## config.mk

```make
export PLATFORM = sky130hd
export DESIGN_NAME = ctrl_nest
export DESIGN_NICKNAME = d
export VERILOG_FILES = /design/src/rtl/ctrl_nest.sv
export SDC_FILE = /design/constraint.sdc
export NUM_CORES = 1
export LEC_CHECK = 0
export BUFFER_PORTS_ARGS = -buffer_cell sky130_fd_sc_hd__buf_4
export CAP_MARGIN = 20
export CELL_PAD_IN_SITES_DETAIL_PLACEMENT = 1
export CELL_PAD_IN_SITES_GLOBAL_PLACEMENT = 1
export CORE_MARGIN = 3
export CORE_UTILIZATION = 45
export DETAILED_ROUTE_END_ITERATION = 12
export PLACE_DENSITY = 0.84
export REMOVE_ABC_BUFFERS = 1
export SYNTH_ARGS = -nofsm -noshare
export SYNTH_HDL_FRONTEND = slang
export SYNTH_SLANG_ARGS = --single-unit
```

## constraint.sdc

```tcl
create_clock -name clk -period 8 [get_ports clk]
set_input_delay 0.8 -clock clk [delete_from_list [all_inputs] [get_ports clk]]
set_output_delay 0.8 -clock clk [all_outputs]
set_load 0.01 [all_outputs]
```

## src/rtl/ctrl_nest.sv

```systemverilog
// Pipeline control unit: stall/flush generation, control-register file,
// nested-exception save stack and a prioritised multi-channel interrupt front end.
module ctrl_nest #(
  parameter int IRQ_CH     = 8,
  parameter int NEST_DEPTH = 4,
  parameter int ADDR_W     = 30
) (
  input  logic              clk,
  input  logic              reset,
  input  logic [4:0]        creg_rd_addr,
  output logic [31:0]       creg_rd_data,
  input  logic [IRQ_CH-1:0] irq,
  input  logic [ADDR_W-1:0] id_pc,
  input  logic [ADDR_W-1:0] mem_pc,
  input  logic              mem_en,
  input  logic              mem_br_flag,
  input  logic [1:0]        mem_ctrl_op,
  input  logic [4:0]        mem_dst_addr,
  input  logic [31:0]       mem_wr_data,
  input  logic [2:0]        mem_exp_code,
  input  logic              if_busy,
  input  logic              mem_busy,
  input  logic              ld_hazard,
  output logic              if_stall,
  output logic              id_stall,
  output logic              ex_stall,
  output logic              mem_stall,
  output logic              if_flush,
  output logic              id_flush,
  output logic              ex_flush,
  output logic              mem_flush,
  output logic [ADDR_W-1:0] new_pc,
  output logic              exe_mode,
  output logic              int_detect,
  output logic [4:0]        int_ch,
  output logic              nest_ovf
);

  localparam int IW = $clog2(NEST_DEPTH);
  localparam int DW = IW + 1;
  localparam logic [DW-1:0] DEPTH_ONE  = DW'(1'b1);
  localparam logic [DW-1:0] DEPTH_FULL = DW'(NEST_DEPTH);
  localparam logic [IW-1:0] LAST_IDX   = IW'(NEST_DEPTH - 1);
  localparam logic [1:0]    OP_EXRT    = 2'd1;
  localparam logic [1:0]    OP_WRCR    = 2'd2;

  typedef struct packed {
    logic              mode;
    logic              ien;
    logic [ADDR_W-1:0] epc;
    logic [2:0]        code;
    logic              dly;
  } entry_t;

  logic              mode_r;
  logic              int_en_r;
  logic [DW-1:0]     depth_r;
  logic              ovf_r;
  logic [IRQ_CH-1:0] mask_r;
  logic [IRQ_CH-1:0] irq_mode_r;
  logic [IRQ_CH-1:0] pend_r;
  logic [IRQ_CH-1:0] irq_d_r;
  logic [ADDR_W-1:0] exp_vec_r;
  logic [ADDR_W-1:0] pre_pc_r;
  logic              br_flag_r;
  entry_t            stack_r [NEST_DEPTH];

  logic              stall_s;
  logic              commit_s;
  logic              is_exp_s;
  logic              is_exrt_s;
  logic              is_wrcr_s;
  logic              full_s;
  logic [IW-1:0]     top_s;
  logic [IW-1:0]     push_idx_s;
  entry_t            top_e_s;
  logic              flush_s;
  logic [ADDR_W-1:0] new_pc_s;
  logic [IRQ_CH-1:0] pend_set_s;
  logic [IRQ_CH-1:0] pend_clr_s;
  logic [IRQ_CH-1:0] eff_pend_s;
  logic [IRQ_CH-1:0] req_s;
  logic [4:0]        int_ch_s;
  logic [31:0]       rd_data_s;

  assign stall_s    = if_busy | mem_busy;
  assign commit_s   = mem_en & ~stall_s;
  assign is_exp_s   = (mem_exp_code != 3'd0);
  assign is_exrt_s  = ~is_exp_s & (mem_ctrl_op == OP_EXRT);
  assign is_wrcr_s  = ~is_exp_s & (mem_ctrl_op == OP_WRCR);
  assign full_s     = (depth_r == DEPTH_FULL);
  // An empty stack still exposes slot 0 so EXRT at depth 0 has a defined target.
  assign top_s      = (depth_r == {DW{1'b0}}) ? {IW{1'b0}} : IW'(depth_r - DEPTH_ONE);
  assign push_idx_s = full_s ? LAST_IDX : depth_r[IW-1:0];
  assign top_e_s    = stack_r[top_s];

  assign if_stall  = stall_s | ld_hazard;
  assign id_stall  = stall_s;
  assign ex_stall  = stall_s;
  assign mem_stall = stall_s;
  assign if_flush  = flush_s;
  assign id_flush  = flush_s | ld_hazard;
  assign ex_flush  = flush_s;
  assign mem_flush = flush_s;
  assign new_pc    = new_pc_s;
  assign exe_mode  = mode_r;
  assign nest_ovf  = ovf_r;

  // Redirect selection for the instruction sitting in MEM.
  always_comb begin
    flush_s  = 1'b0;
    new_pc_s = {ADDR_W{1'b0}};
    if (mem_en && is_exp_s) begin
      flush_s  = 1'b1;
      new_pc_s = exp_vec_r;
    end else if (mem_en && is_exrt_s) begin
      flush_s  = 1'b1;
      new_pc_s = top_e_s.epc;
    end else if (mem_en && is_wrcr_s) begin
      flush_s  = 1'b1;
      new_pc_s = mem_pc;
    end else begin
      flush_s  = 1'b0;
      new_pc_s = {ADDR_W{1'b0}};
    end
  end

  assign pend_set_s = irq & ~irq_d_r & irq_mode_r;
  assign pend_clr_s = (commit_s && is_wrcr_s && mem_dst_addr == 5'd8) ?
                      mem_wr_data[IRQ_CH-1:0] : {IRQ_CH{1'b0}};
  assign eff_pend_s = (pend_r & irq_mode_r) | (irq & ~irq_mode_r);
  assign req_s      = eff_pend_s & ~mask_r;
  assign int_detect = int_en_r & (|req_s);
  assign int_ch     = int_ch_s;

  // Lowest-index unmasked request wins.
  always_comb begin
    int_ch_s = 5'd0;
    for (int i = IRQ_CH - 1; i >= 0; i--) begin
      if (req_s[i]) begin
        int_ch_s = 5'(i);
      end else begin
        int_ch_s = int_ch_s;
      end
    end
  end

  // Control-register read mux.
  always_comb begin
    rd_data_s = 32'd0;
    case (creg_rd_addr)
      5'd0:    rd_data_s = 32'({int_en_r, mode_r});
      5'd1:    rd_data_s = 32'({top_e_s.ien, top_e_s.mode});
      5'd2:    rd_data_s = 32'({id_pc, 2'b00});
      5'd3:    rd_data_s = 32'({top_e_s.epc, 2'b00});
      5'd4:    rd_data_s = 32'({exp_vec_r, 2'b00});
      5'd5:    rd_data_s = 32'({top_e_s.dly, top_e_s.code});
      5'd6:    rd_data_s = 32'(mask_r);
      5'd7:    rd_data_s = 32'(irq);
      5'd8:    rd_data_s = 32'(pend_r);
      5'd9:    rd_data_s = 32'(irq_mode_r);
      5'd10:   rd_data_s = 32'({ovf_r, depth_r});
      5'd11:   rd_data_s = {16'(IRQ_CH), 16'(NEST_DEPTH)};
      default: rd_data_s = 32'd0;
    endcase
  end

  assign creg_rd_data = rd_data_s;

  // Architectural state: interrupt sampling every cycle, the rest on commit.
  always_ff @(posedge clk or posedge reset) begin
    if (reset) begin
      mode_r     <= 1'b0;
      int_en_r   <= 1'b0;
      depth_r    <= {DW{1'b0}};
      ovf_r      <= 1'b0;
      mask_r     <= {IRQ_CH{1'b1}};
      irq_mode_r <= {IRQ_CH{1'b0}};
      pend_r     <= {IRQ_CH{1'b0}};
      irq_d_r    <= {IRQ_CH{1'b0}};
      exp_vec_r  <= {ADDR_W{1'b0}};
      pre_pc_r   <= {ADDR_W{1'b0}};
      br_flag_r  <= 1'b0;
      for (int i = 0; i < NEST_DEPTH; i++) begin
        stack_r[i] <= {$bits(entry_t){1'b0}};
      end
    end else begin
      irq_d_r <= irq;
      pend_r  <= (pend_r & ~pend_clr_s) | pend_set_s;
      if (commit_s) begin
        pre_pc_r  <= mem_pc;
        br_flag_r <= mem_br_flag;
        if (is_exp_s) begin
          stack_r[push_idx_s] <= '{mode: mode_r, ien: int_en_r, epc: pre_pc_r,
                                   code: mem_exp_code, dly: br_flag_r};
          mode_r   <= 1'b0;
          int_en_r <= 1'b0;
          if (full_s) begin
            ovf_r <= 1'b1;
          end else begin
            depth_r <= depth_r + DEPTH_ONE;
          end
        end else if (is_exrt_s) begin
          if (depth_r != {DW{1'b0}}) begin
            mode_r   <= top_e_s.mode;
            int_en_r <= top_e_s.ien;
            depth_r  <= depth_r - DEPTH_ONE;
          end
        end else if (is_wrcr_s) begin
          case (mem_dst_addr)
            5'd0: {int_en_r, mode_r} <= mem_wr_data[1:0];
            5'd1: {stack_r[top_s].ien, stack_r[top_s].mode} <= mem_wr_data[1:0];
            5'd3: stack_r[top_s].epc <= mem_wr_data[ADDR_W+1:2];
            5'd4: exp_vec_r <= mem_wr_data[ADDR_W+1:2];
            5'd5: {stack_r[top_s].dly, stack_r[top_s].code} <= mem_wr_data[3:0];
            5'd6: mask_r <= mem_wr_data[IRQ_CH-1:0];
            5'd9: irq_mode_r <= mem_wr_data[IRQ_CH-1:0];
            5'd10: begin
              if (mem_wr_data[31]) begin
                ovf_r <= 1'b0;
              end
            end
            default: ;
          endcase
        end
      end
    end
  end

endmodule

```

# Yosys cells after proc, flatten, opt, wreduce, memory -nomap -nowiden
# Cells that the tools add are included.
# op_classes
add_sub_neg	2
mul	0
n_div	0
n_lt_le_gt_ge	4
eq_ne	26
shift	0
n_mux	63
n_bitwise	24
n_reduce_logical	28
# op_table
cell	n
bitwise mux 144 bit	6
demux 36 bit (select 2 bit)	6
2-to-1 mux 144 bit	3
one-hot mux 144 bit (3 select lines)	1
one-hot mux 32 bit (12 select lines)	1
2-to-1 mux 36 bit	4
2-to-1 mux 30 bit	3
binary-select mux 36 bit (select 2 bit)	1
AND 8 bit	6
== test 5 x 3 -> 1 bit (second input constant)	7
== test 5 x 4 -> 1 bit (second input constant)	7
2-to-1 mux 35 bit	1
2-to-1 mux 5 bit	7
2-to-1 mux 34 bit	1
NOT 8 bit	4
2-to-1 mux 1 bit	20
OR 8 bit	2
== test 5 x 2 -> 1 bit (second input constant)	3
2-to-1 mux 3 bit	5
AND reduction 5 bit	3
AND reduction 4 bit	3
nonzero test 3 bit	4
== test 5 x 1 -> 1 bit (second input constant)	2
logical NOT 5 bit	2
23 further kinds	45
# word_totals
ff_bits	243
latch_bits	0
ram_bits	0
mem_bits_ro	0
inputBits	122
out_inout_bits	78
wordCells	178
memories	0

# Logic depth before layout (Yosys ltp)
# Gate-level depths: netlist of run 1.
# depth
word_depth	13
depth_mapped	11
ltp_nobuf	8

# Least setup slack after synthesis of run 1
# No wires, ideal clock.
# synth_path
path_kind	reg2out
from	register depth_r[0]
to	output port new_pc[28]
t_arrival_ns	2.548
required_time_ns	7.200
setup_slack_ns	4.652
path_stages_with_launch	9
path_buffers	2
path_cell_list	dfrtp_1 -> clkbuf_2 -> inv_1 -> ha_1 -> mux2i_2 -> buf_2 -> mux4_2 -> a222oi_1 -> inv_1
# synth_via
elab_chain_len	8
word_cells_on_any_way	9
classes_between	add/sub: 1; mux: 6; bitwise: 1; reduce/logical: 1
# synth_rtl
element	line	rtl
start: declaration	57	logic [DW-1:0] depth_r;
start signal: assignment	175	depth_r <= {DW{1'b0}};
start signal: assignment	201	depth_r <= depth_r + DEPTH_ONE;
start signal: assignment	207	depth_r <= depth_r - DEPTH_ONE;
subtractor 3 x 1 -> 3 bit / logical NOT 3 bit (equally long branches)	-	
2-to-1 mux 2 bit *	93	assign top_s = (depth_r == {DW{1'b0}}) ? {IW{1'b0}} : IW'(depth_r - DEPTH_ONE);
NOT 2 -> 3 bit (not written as such) *	95	assign top_e_s = stack_r[top_s];
binary-select mux 36 bit (select 2 bit) *	95	
2-to-1 mux 36 bit (not written as such) * (2 in a row)	95	
2-to-1 mux 30 bit *	116	end else if (mem_en && is_exrt_s) begin
2-to-1 mux 30 bit *	113	if (mem_en && is_exp_s) begin
end: declaration	32	output logic [ADDR_W-1:0] new_pc,
# Every way passes the cells marked *; elsewhere a longest branch is shown, timed or not. The select of a mux whose other input is x is not followed.

# Final worst setup path of run 1
# layout_path
from	register depth_r[0]
to	output port new_pc[2]
# The elaborated chain is that of the path after synthesis.

==> results of run 1 <==
## how the worst max path moves through the flow
stage                        to  slack (ps)  cells after the start
finish                new_pc[2]        3090                      8
detailed placement   new_pc[20]        3270                     10
CTS                   new_pc[0]        3060                      8
floorplan           stack_r[40]       -1160                      5
global route          new_pc[0]        2800                      8
global placement     new_pc[29]        3390                     10
## state kept, by name (all words and copies together) (netlist names)
name        cells
int_en_r        1
irq_d_r         8
exp_vec_r      30
mask_r          8
nest_ovf        1
exe_mode        1
irq_mode_r      8
depth_r         3
stack_r       144
br_flag_r       1
pre_pc_r       30
pend_r          8
## logic make-up after synthesis
group / Yosys count / synth area share
adders and majority gates: 6 / 0.00532
other: 1 / 0.000266
DFF: 243 / 0.431
buffers and inverters: 201 / 0.0618
muxes: 115 / 0.119
AOI/OAI and AO/OA: 428 / 0.239
and+or+nand+nor: 452 / 0.142
xor gates and xnor gates: 3 / 0.00186
## critical path, cell delays in order (launching register included)
cell and delay, ps:
dfrtp_1 520, inv_1 200, ha_1 330, mux2i_4 590, buf_4 610, mux4_2 620
a222oi_1 360, inv_1 130, buf_4 170
## per-stage QoR
stage                     cell area (um2)  hold slack (ps)   util
final                               16700              397  0.545
after detailed placement            15700              412  0.512
after global placement              15700              395  0.512
after floorplan                     13500              393      -
after global routing                16700              390  0.545
after CTS                           16700              386  0.544
## Yosys cell counts, drive strengths merged, types with 36 or more instances
library cell,n,share of area
nor2,104,0.028
a22oi,76,0.040
mux4,36,0.057
a31oi,64,0.028
nand2,213,0.057
a222oi,53,0.038
dfrtp,235,0.42
o2bb2ai,76,0.047
mux2,61,0.049
a22o,63,0.039
a21oi,40,0.014
buf,71,0.027
inv,63,0.017
nand3,69,0.024
clkbuf,67,0.018
## layout by cell type, fill, tap and decap left out, types with 6 or more instances in the layout
cell and n:
clkbuf_1 7, o21ai_0 13, o2bb2ai_1 76, nand2b_1 6, clkbuf_16 28, mux4_2 36
nand2_1 213, nor3_1 12, dfstp_2 8, nor2_1 98, inv_1 62, a22oi_1 76
a21oi_1 38, mux2i_1 17, nand3_1 69, ha_1 6, mux2_2 61, a31oi_1 64
a22o_1 63, a222oi_1 53, dfrtp_1 235, buf_4 225, a32o_1 9
## power breakdown
part	internal, W	total, W	switching [W]
Sequential	0.00158	0.00190	0.000317
Combinational	0.000753	0.00176	0.00101
Clock	0.000819	0.00135	0.000533
## area by class of cell
type / count / share of cell area
multi-input combinational: 1006 / 0.432
antenna: 1 / 0.000149
inverter: 63 / 0.0146
clock inverter: 11 / 0.0101
timing repair buffer: 226 / 0.103
tap: 396 / 0.0296
clock buffer: 40 / 0.0475
sequential: 243 / 0.364
## per-layer routing
layer  wire, um  share of wire  track usage
met5          9        0.00017            0
met3       4390          0.082       0.0573
met4       1550          0.029        0.103
met2      25700           0.48        0.516
met1      21700           0.41        0.413
==> flow_metrics.tcl, run 1 <==
set metrics [dict create \
    status "finished clean" \
    grt_pass1_wl_mm 83.0 \
    worst_slack_ps 3090 \
    synth.distinct_cells 66 \
    synth-seq-cells 243 \
    ys_warn_count 0 \
    coreArea_mm2 0.0307 \
    cp-end-kind "primary output" \
    n_fill_cell 3458 \
    ctsHoldBuffers 0 \
    post-route-drc-count 0 \
    synthFlopType "dfrtp_1" \
    multi_input_area_mm2 0.00723 \
    crit_required_ps 7200 \
    stdcell_count 1986 \
    reg2reg_depth 10 \
    ys_seq_area_frac 0.431 \
    place_hpwl_mm 32.8 \
    cts.sinks 243 \
    rsz0062_at_grt "no" \
    cts_root_buffer "clkbuf_16" \
    track_usage 0.310 \
    hp-class "primary input to flop" \
    layout_min_cycle_time_ps 4910 \
    tritoncts "built" \
    overflow 0 \
    cts_buffers 28 \
    clkTransAtPathRegs_ps 60 \
    ant_nets 0 \
    holdPathStages 1 \
    synth_area_per_cell_um2 9.74 \
    first_iter_violations 1645 \
    rows 64 \
    die_area_mm2 0.0335 \
    wl_per_cell_um 26.8 \
    vias 13500 \
    place_congestion 0.872 \
    hold_end "irq_d_r[1]" \
    reg2reg_from "depth_r[0]" \
    htreeDepth 1 \
    clk_latency_ps 560 \
    regArea_mm2 0.00609 \
    layout-drive-gt1-share 0.256 \
    fp.dieW_um 183 \
    antenna_found_initial 2 \
    crit_start "depth_r[0]" \
    irDropWorstVdd_mv 0.176 \
    via_per_inst 6.81 \
    final-hold-violation-count 0 \
    syn_area_mm2 0.0141 \
    slew_headroom 0.263 \
    cp_max_fo 25 \
    tightest_slew_ps 1110 \
    r2r_slack_ps 3720 \
    setup_viol 0 \
    synth_cells 1449 \
    die_y_um 183 \
    finalWirelength_mm 53.3 \
    drtPass1Iterations 12 \
    fin_crit_sh 0.613 \
    maxSlewViolCount 0 \
    fmax_ghz 0.204 \
    critical_path_class "flop to primary output" \
    post_cts.resized_instances 0 \
    synth_edf_count 0 \
    clockBufferDepth 3 \
    p_total_w 0.00501 \
    p_per_area_mw_per_mm2 299 \
    fin_nets 1696 \
    place_ws_ps 3270 \
    r2r_end "stack_r[14]" \
    port_buffers 197 \
    crit_arrival_ps 4110 \
    grt_start_max_net_pins 134 \
    startpoint_type "flop" \
    grt_pass1_vias 14300 \
    async_flop_share 1.00 \
    ios 200 \
    syn_to_final_growth_pct 18.6 \
    skew_ps 24.8 \
    dp.cells 1933 \
    initial_utilization 0.459 \
    postCtsSetupRepairBufs 0 \
    setup-tns-final_ps 0 \
    leakagePower_nw 7.44 \
    cap_violations 0 \
    worstHoldStart "irq[1]" \
]
Power figures use the tool's default switching activity.
==> run 2: changes to the inputs <==
CORE_UTILIZATION = 41   (was 45)
PLACE_DENSITY = 0.81   (was 0.84)
clock period = 4.2 ns   (was 8 ns; I/O delays follow)
==> flow_metrics.tcl, run 2 (synthesis gave the netlist of run 1 again) <==
set metrics [dict create \
    status "finished clean" \
    post-route-drc-count 0 \
    first_iter_violations 1595 \
    tightest_slew_ps 1060 \
    htreeDepth 1 \
    fin_crit_sh 0.945 \
    ant_nets 0 \
    grt_pass1_vias 14400 \
    final-hold-violation-count 0 \
    place_hpwl_mm 34.8 \
    cp-end-kind "primary output" \
    clkTransAtPathRegs_ps 60 \
    critPathTopFamily "multiplexers" \
    cp_max_fo 10 \
    crit_arrival_ps 3550 \
    skew_ps 8.20 \
    irDropWorstVdd_mv 0.312 \
    overflow 0 \
    die_y_um 192 \
    maxSlewViolCount 0 \
    rsz0062_at_grt "no" \
    post_cts.resized_instances 0 \
    fmax_ghz 0.252 \
    place_area_mm2 0.0160 \
    crit_required_ps 3780 \
    mostFrequentLayoutCells "buf_4, dfrtp_1, nand2_1, nor2_1" \
    layout-drive-gt1-share 0.264 \
    p_per_area_mw_per_mm2 556 \
    leakagePower_nw 7.55 \
    mostFrequentLayoutCell "buf_4" \
    critical_path_buf_inv_count 4 \
    coreArea_mm2 0.0337 \
    hp-class "primary input to asynchronous set/reset pin" \
    cts.sinks 243 \
    cts_buffers 27 \
    clk_latency_ps 550 \
    die_area_mm2 0.0367 \
    grt_start_max_net_pins 136 \
    clockBufferDepth 3 \
    regMostFlops "stack_r" \
    syn_to_final_growth_pct 20.5 \
    startpoint_type "flop" \
    path_cells "inv_1 > ha_1 > mux2i_4 > buf_4 > mux4_2 > a222oi_1 > inv_1 > buf_4" \
    port_buffers 197 \
    cap_violations 0 \
    vias 13600 \
    layout_min_cycle_time_ps 3970 \
    cts_root_buffer "clkbuf_16" \
    ios 200 \
    fp.dieW_um 192 \
    fin_area_mm2 0.0170 \
    tritoncts "built" \
    via_per_inst 6.59 \
    cpPeakStageDelay_ps 570 \
    slew_headroom 0.290 \
    fin_nets 1726 \
    antenna_found_initial 0 \
    finalWirelength_mm 54.9 \
    reg.largest.list "stack_r: 144 flops, exp_vec_r: 30 flops, pre_pc_r: 30 flops" \
    crit_slowest_cell "mux4_2" \
    setup_viol 0 \
    critical_path_class "flop to primary output" \
    grt_pass1_wl_mm 85.2 \
    num_antenna_cells 0 \
    place_congestion 0.883 \
    initial_utilization 0.419 \
    fin_util 0.505 \
    drtPass1Iterations 5 \
    rows 67 \
    p_total_w 0.00946 \
    wl_per_cell_um 26.6 \
    largest_reg_flops 144 \
    track_usage 0.295 \
]
[run 2: layout make-up]
type | count | area, um2
flip-flops and latches | 243 | 6090
clock buffers | 41 | 788
well taps | 448 | 561
inverters | 63 | 244
clock inverters | 8 | 76.3
multi-input cells | 1006 | 7230
repair buffers | 257 | 2020
fillers | 3772 | 16700
[run 2: per-stage QoR]
step / TNS, ps / setup slack (ps) / instances / hold slack (ps)
after global routing: 0 / 96.3 / 2066 / 66.9
after CTS: 0 / 107 / 2061 / 42.0
final: 0 / 232 / 2066 / 36.1
after detailed placement: 0 / 721 / 2004 / 411
after global placement: 0 / 867 / 2004 / 396
after floorplan: -1451180 / -4580 / 1312 / 393
[run 2: repair_timing]
item | in CTS | in global routing
buffers inserted | 0 | 5
hold buffers | 8 | 0
setup endpoints to repair | 0 | 8
hold endpoints to repair | 8 | 0
[run 2: final timing paths]
path	from	end	slack, ps	cells after the start
setup / recovery	depth_r[0]	new_pc[28]	230	8
hold / removal	reset	pend_r[5]	40	2
setup reg to reg	depth_r[0]	stack_r[27]	880	11
hold reg to reg	irq_d_r[5]	pend_r[5]	410	1
max in group asynchronous	reset	stack_r[23]	3010	3
min in group clk	mem_br_flag	br_flag_r	50	3
[run 2: metal layers]
layer	up-vias	global-route usage	wire length [um]
li1	5752	-	-
met1	6987	0.398	22300
met2	739	0.481	25800
met3	131	0.0570	5110
met4	0	0.0954	1600
met5	-	0	0
[run 2: report_power, final]
group / total [W] / switching, W / internal (W)
Clock: 0.00237 / 0.00101 / 0.00135
Sequential: 0.00361 / 0.000604 / 0.00301
Combinational: 0.00348 / 0.00193 / 0.00155
Total: 0.00946 / 0.00354 / 0.00591
